--- src/rtl/gpio_pin_ctrl_pkg.sv ---
// gpio_defs: sizing and polarity constants shared by the GPIO register file and pin controller
package gpio_defs;
    localparam int GPIO_WIDTH         = 16;
    localparam int GPIO_SYNC_STAGES   = 2;
    localparam int GPIO_FILTER_CYCLES = 4;
    localparam bit TRISTATE_INPUT     = 1'b1;
    localparam bit MASK_DISABLED      = 1'b1;
    function automatic int cnt_width(int f);
        return (f > 1) ? $clog2(f) : 1;
    endfunction
endpackage

--- src/rtl/gpio_pin_filter.sv ---
// gpio_pin_filter: single-pin synchroniser, stability filter and pin-state flop with edge event
module gpio_pin_filter
    import gpio_defs::*;
#(
    parameter int SYNC_STAGES   = GPIO_SYNC_STAGES,
    parameter int FILTER_CYCLES = GPIO_FILTER_CYCLES
) (
    input  logic clk,
    input  logic reset,
    input  logic pin_in,
    output logic state,
    output logic edge_evt
);
    localparam int CW = cnt_width(FILTER_CYCLES);
    logic [SYNC_STAGES-1:0] sync;
    logic [CW-1:0]          cnt;
    logic                   s;
    assign s = sync[SYNC_STAGES-1];
    // the event is the toggle decision itself, so pending sets on the same edge as pinstate
    assign edge_evt = (s != state) && (cnt == CW'(FILTER_CYCLES - 1));
    always_ff @(posedge clk) begin
        if (reset) begin
            sync  <= '0;
            cnt   <= '0;
            state <= 1'b0;
        end else begin
            sync <= {sync[SYNC_STAGES-2:0], pin_in};
            if (s == state)
                cnt <= '0;
            else if (edge_evt) begin
                state <= s;
                cnt   <= '0;
            end else
                cnt <= cnt + 1'b1;
        end
    end
endmodule

--- src/rtl/gpio_pin_ctrl.sv ---
// gpio_pin_ctrl: pad output/enable registers, filtered pin readback, sticky edge pending and maskable irq
module gpio_pin_ctrl
    import gpio_defs::*;
#(
    parameter int WIDTH         = GPIO_WIDTH,
    parameter int SYNC_STAGES   = GPIO_SYNC_STAGES,
    parameter int FILTER_CYCLES = GPIO_FILTER_CYCLES
) (
    input  logic             clk,
    input  logic             reset,
    input  logic [WIDTH-1:0] rf_gpio_datareg,
    input  logic [WIDTH-1:0] rf_gpio_tristate,
    input  logic [WIDTH-1:0] rf_gpio_interrupt_mask,
    input  logic [WIDTH-1:0] rf_gpio_int_clear,
    input  logic [WIDTH-1:0] gpio_in,
    output logic [WIDTH-1:0] gpio_out,
    output logic [WIDTH-1:0] gpio_oe,
    output logic [WIDTH-1:0] ro_gpio_pinstate,
    output logic [WIDTH-1:0] ro_gpio_int_pending,
    output logic             gpio_irq
);
    logic [WIDTH-1:0] evt;
    for (genvar g = 0; g < WIDTH; g++) begin : g_pin
        gpio_pin_filter #(
            .SYNC_STAGES  (SYNC_STAGES),
            .FILTER_CYCLES(FILTER_CYCLES)
        ) u_filter (
            .clk     (clk),
            .reset   (reset),
            .pin_in  (gpio_in[g]),
            .state   (ro_gpio_pinstate[g]),
            .edge_evt(evt[g])
        );
    end
    always_ff @(posedge clk) begin
        if (reset) begin
            gpio_out            <= '0;
            gpio_oe             <= '0;
            ro_gpio_int_pending <= '0;
            gpio_irq            <= 1'b0;
        end else begin
            gpio_out            <= rf_gpio_datareg;
            gpio_oe             <= rf_gpio_tristate ^ {WIDTH{TRISTATE_INPUT}};
            // set wins over clear so an event coinciding with a clear is kept
            ro_gpio_int_pending <= (ro_gpio_int_pending & ~rf_gpio_int_clear) | evt;
            gpio_irq            <= |(ro_gpio_int_pending & (rf_gpio_interrupt_mask ^ {WIDTH{MASK_DISABLED}}));
        end
    end
endmodule

--- config.mk ---
export PLATFORM = sky130hd
export DESIGN_NAME = gpio_pin_ctrl
export DESIGN_NICKNAME = d
export VERILOG_FILES = /design/src/rtl/gpio_pin_ctrl_pkg.sv /design/src/rtl/gpio_pin_filter.sv /design/src/rtl/gpio_pin_ctrl.sv
export SDC_FILE = /design/constraint.sdc
export NUM_CORES = 1
export LEC_CHECK = 0
export ABC_CLOCK_PERIOD_IN_PS = 1210
export BUFFER_PORTS_ARGS = -buffer_cell sky130_fd_sc_hd__buf_2
export CAP_MARGIN = 10
export CORE_UTILIZATION = 49
export DETAILED_ROUTE_END_ITERATION = 6
export PLACE_DENSITY = 0.89
export SLEW_MARGIN = 10
export SYNTH_ARGS = -nofsm -noshare
export SYNTH_HDL_FRONTEND = slang
export SYNTH_HIERARCHICAL = 1
export SYNTH_SLANG_ARGS = --single-unit
--- constraint.sdc ---
create_clock -name clk -period 1.21 [get_ports clk]
set_input_delay 0.242 -clock clk [delete_from_list [all_inputs] [get_ports clk]]
set_output_delay 0.242 -clock clk [all_outputs]
set_load 0.05 [all_outputs]
==> key figures, run 1 <==
Floorplanning
  • Chip height: 95.5 µm
  • Starting Density: 51.3%
  • Die area: 9120 µm²
  • Ports: 147
  • Die W: 95.5 µm
  • Num rows: 33
  • Core box area: 8340 µm²

STA
  • Unrepaired setup endpoints after global routing: yes
  • Post-Route Skew: 0.0109 ns
  • Setup violators final: 62
  • Max-slew headroom: 74.7%
  • Slew @ Worst Pin: 0.379 ns
  • Setup ws final: -0.0589 ns
  • Final Slew Violations: 0
  • Worst hold slack: 0.0452 ns
  • Tmin final: 1.27 ns
  • Final Hold Fails: 0
  • Tcrit/Tclk final: 105%
  • Fmax: 788 MHz

Setup path
  • Reg2reg setup slack: -0.01 ns
  • CP max FO: 2
  • CP endpoint kind: output port
  • Worst Setup Path Type: flop to output port
  • Crit path buffers/inverters: 1
  • CP Cell Sequence: buf_8
  • Reg2reg end: ro_gpio_int_pending[13]
  • Worst r2r src: g_pin[13].u_filter/state
  • CP delay by family, top: flip-flops
  • R2R cell count: 5
  • Crit-path slowest cell: dfxtp_4
  • CP peak stage delay: 0.37 ns
  • CP Data Required Time: 0.97 ns
  • Crit start category: flop
  • Arrival @ worst endpoint: 1.03 ns

Routing
  • Drt wl/cell: 18.6 µm
  • WL final: 14100 µm
  • DRT antenna net count: 0
  • Vias per cell: 5.06
  • DRT Pass-1 Iters: 4
  • Initial drt markers: 109
  • DRC: 0
  • Detailed-route via count: 3832

Synth
  • Yosys reg bits: 129
  • Sequential-to-total area share from yosys stat: 60.3%
  • Multiplexer share of the synthesized area: 3.74%
  • Leading area contributor after synthesis: dfxtp_1
  • Post-Synth Simple-Gate Area: 21.6%
  • Synth top area cells: dfxtp_1, nor2b_1, nor2_1
  • Most frequent cells after synthesis: dfxtp_1, nor2_1, nor2b_1
  • Most frequent cell after synthesis: dfxtp_1
  • Largest family of logic cells by synthesized area: simple AND/OR/NAND/NOR gates
  • EDFF count, synth: 0
  • Yosys cell types: 19
  • Adder-cell area share of the yosys netlist: 4.68%
  • Compound-cell area share of the yosys netlist: 3.21%
  • Cells after synthesis: 399
  • Post-synth ARST share: 0%
  • Synthesized netlist net count: 497
  • Xor/xnor cell area share of the yosys netlist: 3.27%
  • Synth top area share: 60.3%
  • Ys Warns: 6
  • Syn Area/Cell: 10.7 µm²
  • Area of the mapped netlist: 4280 µm²
  • Top FF cell, synth: dfxtp_1

GRT
  • Number of global-route vias before repair: 4012
  • Total global-route track usage: 28.9%
  • Met3 global-route usage: 9.97%
  • Total grt overflow: 0
  • Met2 Usage GRT: 54.9%
  • First-pass GRT wire length: 19300 µm
  • Initial antenna violation count: 0
  • Routing usage on met1: 29.2%
  • Largest net degree at the start of global routing: 49
  • Top Usage Layer GRT: met2

Run
  • Max Cap Viol: 0

Worst hold path
  • Hold Path Origin: rf_gpio_int_clear[5]
  • Hold Crit Class: input port to flop
  • Hold Path Stages: 4
  • Hold endpoint: ro_gpio_int_pending[5]

Clocking
  • Clock Sinks: 129
  • Skew-Pair Late Insertion Delay: 0.51 ns
  • CTS tree: built
  • Root buffer cell: clkbuf_8
  • Max Root-Sink Buffers: 2
  • Worst-path clk slew: 0.07 ns
  • Max H-tree Level: 4
  • Total CTS buffers: 17

Power
  • Leakage Power: 0.00353 µW
  • Overall Power: 10400 µW
  • Power per Cell Area: 1440 nW/µm²
  • Max VDD drop: 1.23 mV

Status
  • Outcome: finished with violations
  • Failing checks: setup timing

Finish
  • # nets final: 739
  • P&R area growth vs syn: 69.0%
  • Finished layout cell area: 7240 µm²
  • N_diodes: 0
  • Share of cells above drive strength 1: 45.5%

Place
  • Placer congestion estimate: 0.771
  • IO buf count: 146
  • HPWL after DPL: 5950 µm
  • Dpl ws: 0.137 ns
  • Area after DPL: 5200 µm²
power by group:
group          internal [µW]  switching, µW  leakage (µW)
registers               4370           81.6       0.00108
clock network           3140           1960      0.000289
logic                    435            456       0.00216
sequential cells by signal, summed over array words and instances, names as in the netlist:
register              cells
g_pin.u_filter/cnt       32
g_pin.u_filter/state     16
g_pin.u_filter/sync      32
gpio_irq                  1
gpio_oe                  16
gpio_out                 16
ro_gpio_int_pending      16
cell type report:
cell class              instances  area, µm²
flip-flops and latches        129       2680
repair buffers                228       2150
multi-input cells             236       1590
fillers                       338       1100
clock buffers                  18        418
clock inverters                13        163
well taps                     105        131
inverters                      29        109
worst max path at each step:
stage,start,endpoint,slack (ns),cells past startpoint
after global placement,ro_gpio_int_pending[4],gpio_irq,0.15,4
after CTS,g_pin[2].u_filter/state,ro_gpio_pinstate[2],-0.07,1
after global routing,g_pin[8].u_filter/state,ro_gpio_pinstate[8],-0.09,1
after floorplan,ro_gpio_int_pending[4],gpio_irq,0.05,4
after detailed placement,ro_gpio_int_pending[14],gpio_irq,0.14,4
final,g_pin[8].u_filter/state,ro_gpio_pinstate[8],-0.06,1
cell usage in the layout, fill, tap and decap left out, types with 29 or more instances in the layout:
cell / Yosys / routed
dlygate4sd3_1: 0 / 48
buf_4: 1 / 32
dfxtp_1: 129 / 64
dfxtp_2: 0 / 60
inv_1: 29 / 29
buf_2: 4 / 80
nor2_1: 64 / 64
buf_8: 0 / 60
nor2b_1: 48 / 48
per-stage QoR:
step	setup TNS [ns]	std cells	utilization [%]
after floorplan	0	399	-
final	-1.56	758	86.8
after global placement	0	648	62.3
after CTS	-2.00	757	85.7
after global routing	-3.71	758	86.8
after detailed placement	0	648	62.3
repair_timing:
item | in CTS | in global routing
endpoints found under the setup margin | 65 | 70
hold buffers | 48 | 0
endpoints found under the hold margin | 48 | 0
resized for setup | 232 | 21
buffers inserted | 30 | 1
pin swaps | 0 | 1
gates cloned | 0 | 0
worst reg2reg max path, delay by kind of cell, from the launching register on:
family / cells / cell delay [ns]
AOI/OAI and AO/OA: 1 / 0.04
buffers and inverters: 1 / 0.14
xor gates and xnor gates: 1 / 0.34
and+or+nand+nor: 2 / 0.29
DFF: 1 / 0.34
layer usage:
metal | share of wire [%] | vias up | wire length (µm)
li1 | - | 1770 | -
met1 | 36 | 1828 | 5120
met2 | 54 | 201 | 7540
met3 | 7.3 | 33 | 1020
met4 | 2.7 | 0 | 374
met5 | 0 | - | 0
kinds of logic after synthesis:
group,after synthesis
multiplexers,16
AO/OA/AOI/OAI,24
AND/OR/NAND/NOR,164
adder cells (fa/ha/maj),16
flip-flops,129
XOR/XNOR,16
buffers and inverters,34
(Power assumes the default switching activity.)
==> run 2: changes to the inputs <==
--- a/config.mk
+++ b/config.mk
@@ -5,12 +5,13 @@
 export SDC_FILE = /design/constraint.sdc
 export NUM_CORES = 1
 export LEC_CHECK = 0
+export ABC_AREA = 1
 export ABC_CLOCK_PERIOD_IN_PS = 1210
 export BUFFER_PORTS_ARGS = -buffer_cell sky130_fd_sc_hd__buf_2
 export CAP_MARGIN = 10
-export CORE_UTILIZATION = 49
+export CORE_UTILIZATION = 50
 export DETAILED_ROUTE_END_ITERATION = 6
-export PLACE_DENSITY = 0.89
+export PLACE_DENSITY = 0.9
 export SLEW_MARGIN = 10
 export SYNTH_ARGS = -nofsm -noshare
 export SYNTH_HDL_FRONTEND = slang
==> run 2 against run 1 <==
Against the previous run: the run still ends with setup timing left; die area grew 3.7%; sequential share of layout area shrank 1.0 points; area after synthesis grew 5.9%; largest power group unchanged; highest routed layer unchanged.
==> key figures, run 2 <==
STA
  • Fmax: 770 MHz
  • Setup violators final: 58
  • Final Hold Fails: 0
  • Tmin final: 1.30 ns
  • Slew @ Worst Pin: 0.276 ns
  • Setup ws final: -0.0880 ns
  • Post-Route Skew: 0.0119 ns
  • Final Slew Violations: 0
  • Max-slew headroom: 81.6%
  • Unrepaired setup endpoints after global routing: yes
  • Tcrit/Tclk final: 107%

Power
  • Overall Power: 10800 µW
  • Switch share: 22.9%
  • Power per Cell Area: 1430 nW/µm²
  • Max VDD drop: 0.929 mV
  • Int Power: 8300 µW
  • Combinational share of power: 8.6%
  • Clock power frac: 50.3%
  • Leakage Power: 0.00377 µW
  • Sw Pwr: 2460 µW
  • Seq pwr share: 41.1%

Synth
  • Most frequent cells after synthesis: dfxtp_1, inv_1, nor2_1
  • Xor/xnor cell area share of the yosys netlist: 0%
  • Leading area contributor after synthesis: dfxtp_1
  • Top FF cell, synth: dfxtp_1
  • Most frequent cell after synthesis: dfxtp_1
  • Cells after synthesis: 565
  • Yosys reg bits: 129
  • Synthesized netlist net count: 663
  • Post-synth ARST share: 0%
  • Compound-cell area share of the yosys netlist: 3.53%
  • EDFF count, synth: 0
  • Adder-cell area share of the yosys netlist: 4.42%
  • Post-Synth Simple-Gate Area: 23.8%
  • Largest family of logic cells by synthesized area: simple AND/OR/NAND/NOR gates
  • Synth top area cells: dfxtp_1, inv_1, nor2_1
  • Synth top area share: 57.0%
  • Multiplexer share of the synthesized area: 0%
  • Syn Area/Cell: 8.03 µm²
  • Yosys cell types: 13
  • Ys Warns: 6
  • Sequential-to-total area share from yosys stat: 57.0%
  • Area of the mapped netlist: 4530 µm²

GRT
  • Largest net degree at the start of global routing: 57
  • First-pass GRT wire length: 23300 µm
  • Total global-route track usage: 31.4%
  • Number of global-route vias before repair: 4801
  • Initial antenna violation count: 0
  • Total grt overflow: 0

Finish
  • Most frequent cells in the layout: inv_1, nor2_1, nand2_1
  • P&R area growth vs syn: 65.8%
  • Layout fillers: 389
  • Commonest non-fill, non-tap cell in the layout: inv_1
  • Fin util: 85.8%
  • Biggest regs: g_pin.u_filter/cnt x32, g_pin.u_filter/sync x32
  • N_diodes: 0
  • Share of cells above drive strength 1: 38.0%
  • # nets final: 905

Setup path
  • Worst Setup Path Type: flop to output port
  • CP max FO: 1
  • Crit path buffers/inverters: 1
  • Crit start category: flop
  • CP endpoint kind: output port
  • CP Cell Sequence: buf_8
  • CP Data Required Time: 0.97 ns
  • Arrival @ worst endpoint: 1.06 ns
  • CP peak stage delay: 0.39 ns
  • CP delay by family, top: flip-flops
  • Crit-path slowest cell: dfxtp_2

Clocking
  • Skew-Pair Late Insertion Delay: 0.50 ns
  • Worst-path clk slew: 0.06 ns
  • Total CTS buffers: 17
  • Max Root-Sink Buffers: 2
  • Max H-tree Level: 4
  • Root buffer cell: clkbuf_8
  • CTS tree: built
  • Clock Sinks: 129

Floorplanning
  • Starting Density: 51.7%
  • Chip height: 97.2 µm
  • Die area: 9450 µm²
  • Die W: 97.2 µm
  • Ports: 147
  • Num rows: 34
  • Core box area: 8760 µm²

Place
  • HPWL after DPL: 6770 µm
  • IO buf count: 146
  • Placer congestion estimate: 0.759

Routing
  • Detailed-route via count: 4624
  • Vias per cell: 4.98
  • DRT Pass-1 Iters: 5
  • Initial drt markers: 222
  • WL final: 15300 µm
  • DRT antenna net count: 0
  • DRC: 0
  • Drt wl/cell: 16.5 µm

Status
  • Failing checks: setup timing
  • Outcome: finished with violations

Worst hold path
  • Hold Crit Class: input port to flop

Run
  • Max Cap Viol: 0
run 2: through the flow:
stage / worst slack (ns) / area, µm² / instances / hold slack, ns / TNS, ns
2_1_floorplan: 0.106 / 4550 / 565 / 0.313 / 0
3_3_place_gp: 0.192 / 5450 / 817 / 0.389 / 0
3_5_place_dp: 0.167 / 5450 / 817 / 0.396 / 0
4_1_cts: -0.0585 / 7450 / 927 / 0.0111 / -2.02
5_1_grt: -0.115 / 7520 / 928 / 0.0340 / -3.89
6_report: -0.0880 / 7520 / 928 / 0.0274 / -1.38
run 2: worst register-to-register path, delay by kind of cell, from the launching register on:
kind / cells / cell delay [ns]
AND/OR/NAND/NOR: 3 / 0.35
buffers and inverters: 2 / 0.20
flip-flops: 1 / 0.34
AO/OA/AOI/OAI: 1 / 0.20
run 2: cell families after synthesis:
| family | count (synthesis) |
|---|---|
| simple gates | 256 |
| flops | 129 |
| fa+ha+maj | 16 |
| compound gates | 32 |
| buf+inv | 132 |
run 2: power groups by stage:
stage	Sequential, µW	Clock, µW	Combinational, µW
after CTS	4420	5420	847
after global placement	4500	0	623
after floorplan	4700	0	175
after global routing	4440	5680	978
after detailed placement	4510	0	643
final	4430	5410	924
run 2: layout make-up:
cell class | count | area (µm²) | area share, %
multi-input combinational | 304 | 1450 | 19.3
inverter | 127 | 477 | 6.34
timing repair buffer | 228 | 2120 | 28.2
sequential | 129 | 2700 | 35.9
clock inverter | 11 | 176 | 2.35
tap | 108 | 135 | 1.80
clock buffer | 21 | 459 | 6.11
run 2: path summary, 6_finish.rpt:
path	start	end	slack, ns	cells past startpoint
setup / recovery	gpio_oe[13]	gpio_oe[13]	-0.09	1
setup reg to reg	g_pin[2].u_filter/state	ro_gpio_int_pending[2]	0	6
hold / removal	rf_gpio_int_clear[6]	ro_gpio_int_pending[6]	0.03	4
hold reg to reg	g_pin[13].u_filter/sync[0]	g_pin[13].u_filter/sync[1]	0.40	2
run 2: timing repair:
action                                  4_1_cts  5_1_grt
endpoints found under the hold margin        48        0
hold buffers                                 48        0
pin swaps                                     0        3
gates resized for setup                     234       18
endpoints found under the setup margin       65       66
buffers inserted                             30        1
run 2: layer usage:
metal  global-route usage [%]  vias up  share of wire (%)  wire (µm)
met5                        0        -                  0          0
met4                     15.7        0                5.3        802
met3                     7.99       64                7.6       1160
met2                     59.4      263                 53       8170
met1                     31.7     2141                 34       5140
li1                         -     2156                  -          -
